--- config.mk ---
export PLATFORM = sky130hd
export DESIGN_NAME = prio_encoder_arb
export DESIGN_NICKNAME = d
export VERILOG_FILES = /design/src/rtl/prio_encoder_arb.sv
export SDC_FILE = /design/constraint.sdc
export NUM_CORES = 1
export LEC_CHECK = 0
export ABC_AREA = 1
export BUFFER_PORTS_ARGS = -buffer_cell sky130_fd_sc_hd__buf_2
export CAP_MARGIN = 30
export CORE_MARGIN = 3
export CORE_UTILIZATION = 61
export DETAILED_ROUTE_END_ITERATION = 8
export GPL_ROUTABILITY_DRIVEN = 0
export GPL_TIMING_DRIVEN = 0
export PLACE_DENSITY_LB_ADDON = 0.08
export SYNTH_ARGS = -nofsm -noshare
export SYNTH_HDL_FRONTEND = slang
export SYNTH_SLANG_ARGS = --single-unit
--- constraint.sdc ---
create_clock -name clk -period 6.5 [get_ports clk]
set_input_delay 0.325 -clock clk [delete_from_list [all_inputs] [get_ports clk]]
set_output_delay 0.325 -clock clk [all_outputs]
set_load 0.03 [all_outputs]
--- src/rtl/prio_encoder_arb.sv ---
// prio_encoder_arb: registered N-input priority encoder / arbiter.
// Picks one active request per load, either fixed priority (highest index)
// or round-robin (descending search from rr_ptr with wrap). The winner is
// presented through a valid/ready output register, so there is no
// combinational path from inputs to outputs.
module prio_encoder_arb #(
    parameter int N     = 8,
    parameter int IDX_W = $clog2(N)
) (
    input  logic             clk,
    input  logic             rst,
    input  logic             en,
    input  logic             mode,
    input  logic [N-1:0]     req,
    input  logic             out_ready,
    output logic             out_valid,
    output logic [IDX_W-1:0] grant_idx,
    output logic [N-1:0]     grant_onehot
);

    logic             out_valid_q, out_valid_d;
    logic [IDX_W-1:0] grant_idx_q, grant_idx_d;
    logic [N-1:0]     grant_onehot_q, grant_onehot_d;
    logic [IDX_W-1:0] rr_ptr_q, rr_ptr_d;

    logic             load;
    logic [IDX_W-1:0] win_fixed;
    logic [IDX_W-1:0] win_rr;
    logic [IDX_W-1:0] win;

    // Highest set bit of r; later (higher) indices overwrite earlier ones.
    function automatic logic [IDX_W-1:0] fixed_pick(input logic [N-1:0] r);
        logic [IDX_W-1:0] w;
        w = '0;
        for (int i = 0; i < N; i++) begin
            if (r[IDX_W'(i)]) w = IDX_W'(i);
        end
        return w;
    endfunction

    // First set bit searching ptr, ptr-1, ..., 0, N-1, ..., ptr+1.
    function automatic logic [IDX_W-1:0] rr_pick(input logic [N-1:0] r,
                                                 input logic [IDX_W-1:0] ptr);
        logic [IDX_W-1:0] w;
        logic             found;
        int               p;
        w     = '0;
        found = 1'b0;
        for (int k = 0; k < N; k++) begin
            p = int'(ptr) - k;
            if (p < 0) p = p + N;
            if (!found && r[IDX_W'(p)]) begin
                w     = IDX_W'(p);
                found = 1'b1;
            end
        end
        return w;
    endfunction

    // Winner selection and load qualification; a stalled output blocks loads.
    always_comb begin
        win_fixed = fixed_pick(req);
        win_rr    = rr_pick(req, rr_ptr_q);
        win       = mode ? win_rr : win_fixed;
        load      = en & (|req) & (~out_valid_q | out_ready);
    end

    // Next-state of the output register and round-robin pointer.
    always_comb begin
        out_valid_d    = out_valid_q;
        grant_idx_d    = grant_idx_q;
        grant_onehot_d = grant_onehot_q;
        rr_ptr_d       = rr_ptr_q;
        if (load) begin
            out_valid_d    = 1'b1;
            grant_idx_d    = win;
            grant_onehot_d = {{(N-1){1'b0}}, 1'b1} << win;
            if (mode) begin
                rr_ptr_d = (win == '0) ? IDX_W'(N - 1) : (win - IDX_W'(1));
            end
        end else if (out_valid_q && out_ready) begin
            // Accepted with nothing new: drop valid, keep last index/one-hot.
            out_valid_d = 1'b0;
        end
    end

    // State registers with synchronous reset; reset drops any held grant.
    always_ff @(posedge clk) begin
        if (rst) begin
            out_valid_q    <= 1'b0;
            grant_idx_q    <= '0;
            grant_onehot_q <= '0;
            rr_ptr_q       <= IDX_W'(N - 1);
        end else begin
            out_valid_q    <= out_valid_d;
            grant_idx_q    <= grant_idx_d;
            grant_onehot_q <= grant_onehot_d;
            rr_ptr_q       <= rr_ptr_d;
        end
    end

    assign out_valid    = out_valid_q;
    assign grant_idx    = grant_idx_q;
    assign grant_onehot = grant_onehot_q;

endmodule

# == Word-level counts from Yosys, hierarchy flattened ==
# Index checks and enable logic that the tools add are counted.
# word_totals
register_bits,15
latch_bits,0
mem_bits_rw,0
mem_bits_ro,0
in_bits,13
out_inout_bits,12
word_cells,114
memories,0
# op_classes
add_sub_neg,16
mul,0
n_div,0
magnitude_cmp,16
eq_ne,0
shifts,1
n_mux,54
bitwise,4
reduce_logical,19
# ops
operator,n
two-way mux 3 bit,19
less-than comparator 3 x 5 -> 1 bit (second input constant),8
less-than comparator 4 x 1 -> 1 bit (second input constant),7
two-way mux 1 bit,26
adder 3 x 1 -> 3 bit (second input constant),8
binary-select mux 1 bit (select 3 bit),8
subtractor 3 x 3 -> 4 bit (second input constant),4
logical AND 1 bit,8
OR reduction 8 bit,1
<< shifter 1 x 3 -> 8 bit (first input constant),1
subtractor 3 x 2 -> 4 bit (second input constant),2
zero test 1 bit,7
subtractor 3 x 1 -> 4 bit (second input constant),1
zero test 3 bit,1
less-than comparator 3 x 1 -> 1 bit (second input constant),1
subtractor 3 x 1 -> 3 bit (second input constant),1
AND 1 bit,2
two-way mux 2 bit,1
AND reduction 2 bit,1
nonzero test 2 bit,1
NOT 1 bit,1
bitwise OR 1 bit,1

# == Longest topological paths before layout ==
# depth
ltp_word,30
ltp_mapped,22
mapped_depth_nobuf,20

# == Least setup slack after synthesis ==
# No wires, ideal clock.
# synth_timing
kind,reg-to-reg
startpoint,reg rr_ptr_q[1]
endpoint,reg rr_ptr_q[1]
setup_ps,123
arrival_time_ps,2515
required_time_ps,6377
setup_slack_ps,3862
path_stages_with_launch,20
n_path_buf,2
synth_period_minus_slack_ps,2638
path_cell_list,dfxtp_1 > buf_6 > inv_2 > ha_1 > buf_2 > inv_2 > nand3_1 > nand2_1 > nand2_2 > nand2_4 > nand3_4 > nor2_8 > nand4_4 > nand3_1 > nand3_2 > nand2_4 > inv_2 > ha_1 > a21oi_1 > o21ai_0
# synth_between
elab_chain_cells,30
elab_cells_between_ends,88
classes_between,add/sub: 16; order compare: 8; mux: 49; reduce/logical: 15
# synth_rtl
element,line,rtl
"start, declared",24,"logic [IDX_W-1:0] rr_ptr_q, rr_ptr_d;"
"start signal, assigned",93,rr_ptr_q <= IDX_W'(N - 1);
"start signal, assigned",98,rr_ptr_q <= rr_ptr_d;
"parallel branches: the longest is 26 deep, another holds subtractor 3 x 1 -> 4 bit",--,
two-way mux 3 bit *,52,if (!found && r[IDX_W'(p)]) begin
two-way mux 3 bit *,64,win = mode ? win_rr : win_fixed;
named net win[0],29,logic [IDX_W-1:0] win;
subtractor 3 x 1 -> 3 bit or zero test 3 bit (tied branches),79,rr_ptr_d = (win == '0) ? IDX_W'(N - 1) : (win - IDX_W'(1));
two-way mux 3 bit *,79,
# Mark *: on every way through the listed nets, which the timed path passes. The select of a mux whose other input is x is not followed.
# A chain may end at the register's enable or synchronous reset.

# == Worst setup path after layout ==
# layout_timing
startpoint,reg rr_ptr_q[1]
endpoint,reg rr_ptr_q[2]
# layout_between
elab_chain_cells,30
elab_cells_between_ends,88
classes_between,add/sub: 16; order compare: 8; mux: 49; reduce/logical: 15
# layout_rtl
element,line
"parallel branches: the longest is 26 deep, another holds subtractor 3 x 1 -> 4 bit",--
two-way mux 3 bit *,52
two-way mux 3 bit *,64
subtractor 3 x 1 -> 3 bit or zero test 3 bit (tied branches),79
two-way mux 3 bit *,79
# Mark *: on every way between the ends. The select of a mux whose other input is x is not followed.

==> flow_summary.toml <==
[sta]
rsz0062_at_grt = "false"
drv_slew = 0
timing.hold.ws_ns = 0.297
final-setup-viol-count = 0
fin_worst_skew_ns = 0.00908
slew_headroom_pct = 65.3
tightest_slew_ns = 0.521
setup_tns_ns = 0
hold_viol_final = 0
fin_crit_sh_pct = 47.6
fmax_mhz = 323
period_needed_ns = 3.09

[yosys]
ys_top_cells_by_area = "dfxtp_1 19%, nand2_1 17%, nand3_1 10%, inv_1 4.6%, nand3_2 4.5%"
ys_warn_count = 0
yosys-top-cells-count = "71 x nand2_1, 32 x nand3_1, 19 x inv_1"
async_flop_share_pct = 0
ys_ff_latch = 15
synthesis.nets = 254
seq_area_frac_synth_pct = 19.3
synth_area_leader_cell = "dfxtp_1"
ys_types = 34
ys.flop_type = "dfxtp_1"
synth_edf_count = 0
yosysMostFrequentCell = "nand2_1"
syn-instance-count = 236
yosysTopAreaCellShare_pct = 19.3
synthesis.area_um2 = 1560
avgSynthCellArea_um2 = 6.61

[global_route]
gr-total-overflow = 0
grt.met1_usage_pct = 36.2
grt_pass1_wl_mm = 6.18
global_route.usage.met2_pct = 33.5
grt_max_degree = 11
grtUsageMet3_pct = 5.75
grt_pass1_vias = 1371
track_usage_pct = 23.9
antenna_found_initial = 0
busiest_layer = "met1"

[clocking]
clock_latency_ns = 0.29
path_clk_slew_ns = 0.08
post_cts_resized = 0
clock_path_buffers = 2
cts_buffers = 3
htree_levels = 1
root_buffer = "clkbuf_4"
postCtsHoldBufs = 0
cts_tree = "built"
clock_sinks = 15
cts_setup_buffers = 0

[routing]
routed_wl_mm = 3.58
drt_first_pass_iters = 4
ant_nets = 0
dr.first_iter.drc_count = 98
vias = 1610
viasPerCell = 5.51
drc = 0
wl_per_cell_um = 12.3

[floorplan]
core_area_um2 = 2320
initial_core_util_pct = 67.2
fp-row-count = 17
die_area_um2 = 3200
die-width_um = 56.6
pin_count = 25
die_height_um = 56.6

[pwr]
p_int_uw = 192
seqPwrFrac_pct = 27.5
powerDensity_nw_per_um2 = 213
switching_share_pct = 48.2
combPwrFrac_pct = 58.0
clockPowerShare_pct = 14.4
p_sw_uw = 179
peakVddDrop_mv = 0.183
p_leak_uw = 0.000893

[placement]
hpwl_mm = 2.91
port_buffers = 24

[worst_hold_path]
min_from = "rst"
hold_class = "in2reg"

[run]
cap_viol_max_count = 0

[setup_path]
worstSetupPathType = "reg2reg"
cp_data_arrival_time_ns = 3.27
r2r_start = "rr_ptr_q[1]$_SDFFE_PP1P_"
cp_max_fo = 9
worstSetupStartpoint = "rr_ptr_q[1]$_SDFFE_PP1P_"
slowest_delay_ns = 0.35
crit_chain = "buf_6 > inv_2 > ha_1 > buf_2 > inv_2 > nand3_1 > nand2_1 > nor2_2 > a31oi_4 > inv_2 > nor2_2 > nand3_1 > nand4_1 > nand2_1 > ha_1 > inv_1 > nand2_1 > nor2_1 > o21ai_1"
critPathLaunchType = "flop"
cp-end-kind = "flop"
slowest_stage = "dfxtp_1"
required_ns = 6.68

[finish]
nets = 283
fill_cells = 202
multiInputGateArea_um2 = 1100
area_growth_pct = 11.6
drive_gt1_share_pct = 28.4
seqCellArea_um2 = 300
diodes = 0

[outcome]
status = "completed"
==> metrics by stage <==
step | cell area, µm² | setup WS [ns] | cells | util [%] | total power, µW
2_1_floorplan | 1560 | 3.86 | 236 | - | 275
3_3_place_gp | 1710 | 3.53 | 288 | 73.9 | 313
3_5_place_dp | 1710 | 3.49 | 288 | 73.9 | 316
4_1_cts | 1740 | 3.45 | 292 | 75.1 | 370
5_1_grt | 1740 | 3.17 | 292 | 75.1 | 401
6_report | 1740 | 3.41 | 292 | 75.1 | 371
==> power groups by stage <==
stage | clock network, µW | registers [µW] | logic [µW]
after floorplan | 0 | 115 | 160
after global placement | 0 | 104 | 209
after detailed placement | 0 | 104 | 212
after CTS | 54.0 | 102 | 214
after global routing | 58.8 | 103 | 239
final | 53.6 | 102 | 215
==> layout make-up <==
cell class | count | area share, %
Buffer | 6 | 2.66
Clock buffer | 4 | 1.51
Inverter | 29 | 6.25
Multi-Input combinational cell | 186 | 63.4
Sequential cell | 15 | 17.3
Tap cell | 28 | 2.01
Timing Repair Buffer | 24 | 6.90
==> worst max-delay path: cells and delay by family, from the launching register on <==
| kind | cells | cell delay (ns) |
|---|---|---|
| AND/OR/NAND/NOR | 9 | 1.10 |
| buffers and inverters | 6 | 0.69 |
| adder cells (fa/ha/maj) | 2 | 0.51 |
| flip-flops | 1 | 0.35 |
| AO/OA/AOI/OAI | 2 | 0.34 |
==> cells by family (layout without fill, tap and decap cells) <==
logic type                 count (synthesis)  in the layout  synth area share [%]
AOI/OAI and AO/OA                         29             29                  12.3
xor gates and xnor gates                   4              4                  5.14
adders and majority gates                  5              5                  4.01
buffers and inverters                     35             63                  9.95
DFF                                       15             15                  19.3
and+or+nand+nor                          148            148                  49.4
==> state kept, by name, indices dropped and copies added (netlist names) <==
| name | cells |
|---|---|
| grant_idx | 3 |
| grant_onehot | 8 |
| out_valid | 1 |
| rr_ptr_q | 3 |
==> layer usage <==
layer / up-vias / part of all wire (%) / wire (µm)
li1: 832 / - / -
met1: 685 / 47 / 1670
met2: 80 / 42 / 1510
met3: 13 / 9.3 / 333
met4: 0 / 1.7 / 61
met5: - / 0 / 0
==> path summary, 6_finish.rpt <==
| kind | end | slack [ns] | cells after the start |
|---|---|---|---|
| max reg2reg | rr_ptr_q[2]$_SDFFE_PP1P_ | 3.41 | 19 |
| min reg2reg | grant_onehot[5]$_SDFFE_PP0P_ | 0.46 | 2 |
| min | rr_ptr_q[0]$_SDFFE_PP1P_ | 0.30 | 3 |
| max | rr_ptr_q[2]$_SDFFE_PP1P_ | 3.41 | 19 |
==> cells in the final DEF, fill, tap and decap left out <==
master / count
xnor2_4: 1
a21oi_1: 12
a21boi_0: 1
nand3_2: 7
clkbuf_4: 3
nand2_1: 71
nand3_4: 1
nand2_4: 2
nor2_8: 1
nor2_2: 3
o21ai_0: 4
a21oi_2: 2
o211ai_1: 2
inv_2: 10
o21ai_1: 5
xnor2_2: 1
nor3_1: 2
xor2_4: 1
o21ai_2: 1
dfxtp_1: 15
nor4_1: 1
nor2_1: 11
inv_1: 19
nand2_2: 8
xnor2_1: 1
nand3_1: 32
buf_6: 3
ha_1: 5
buf_2: 25
a21oi_4: 1
nand4_1: 5
a31oi_4: 1
nor2_4: 3
clkbuf_1: 3
nand4_4: 1
Note: power is estimated with default switching activity, not from simulation.
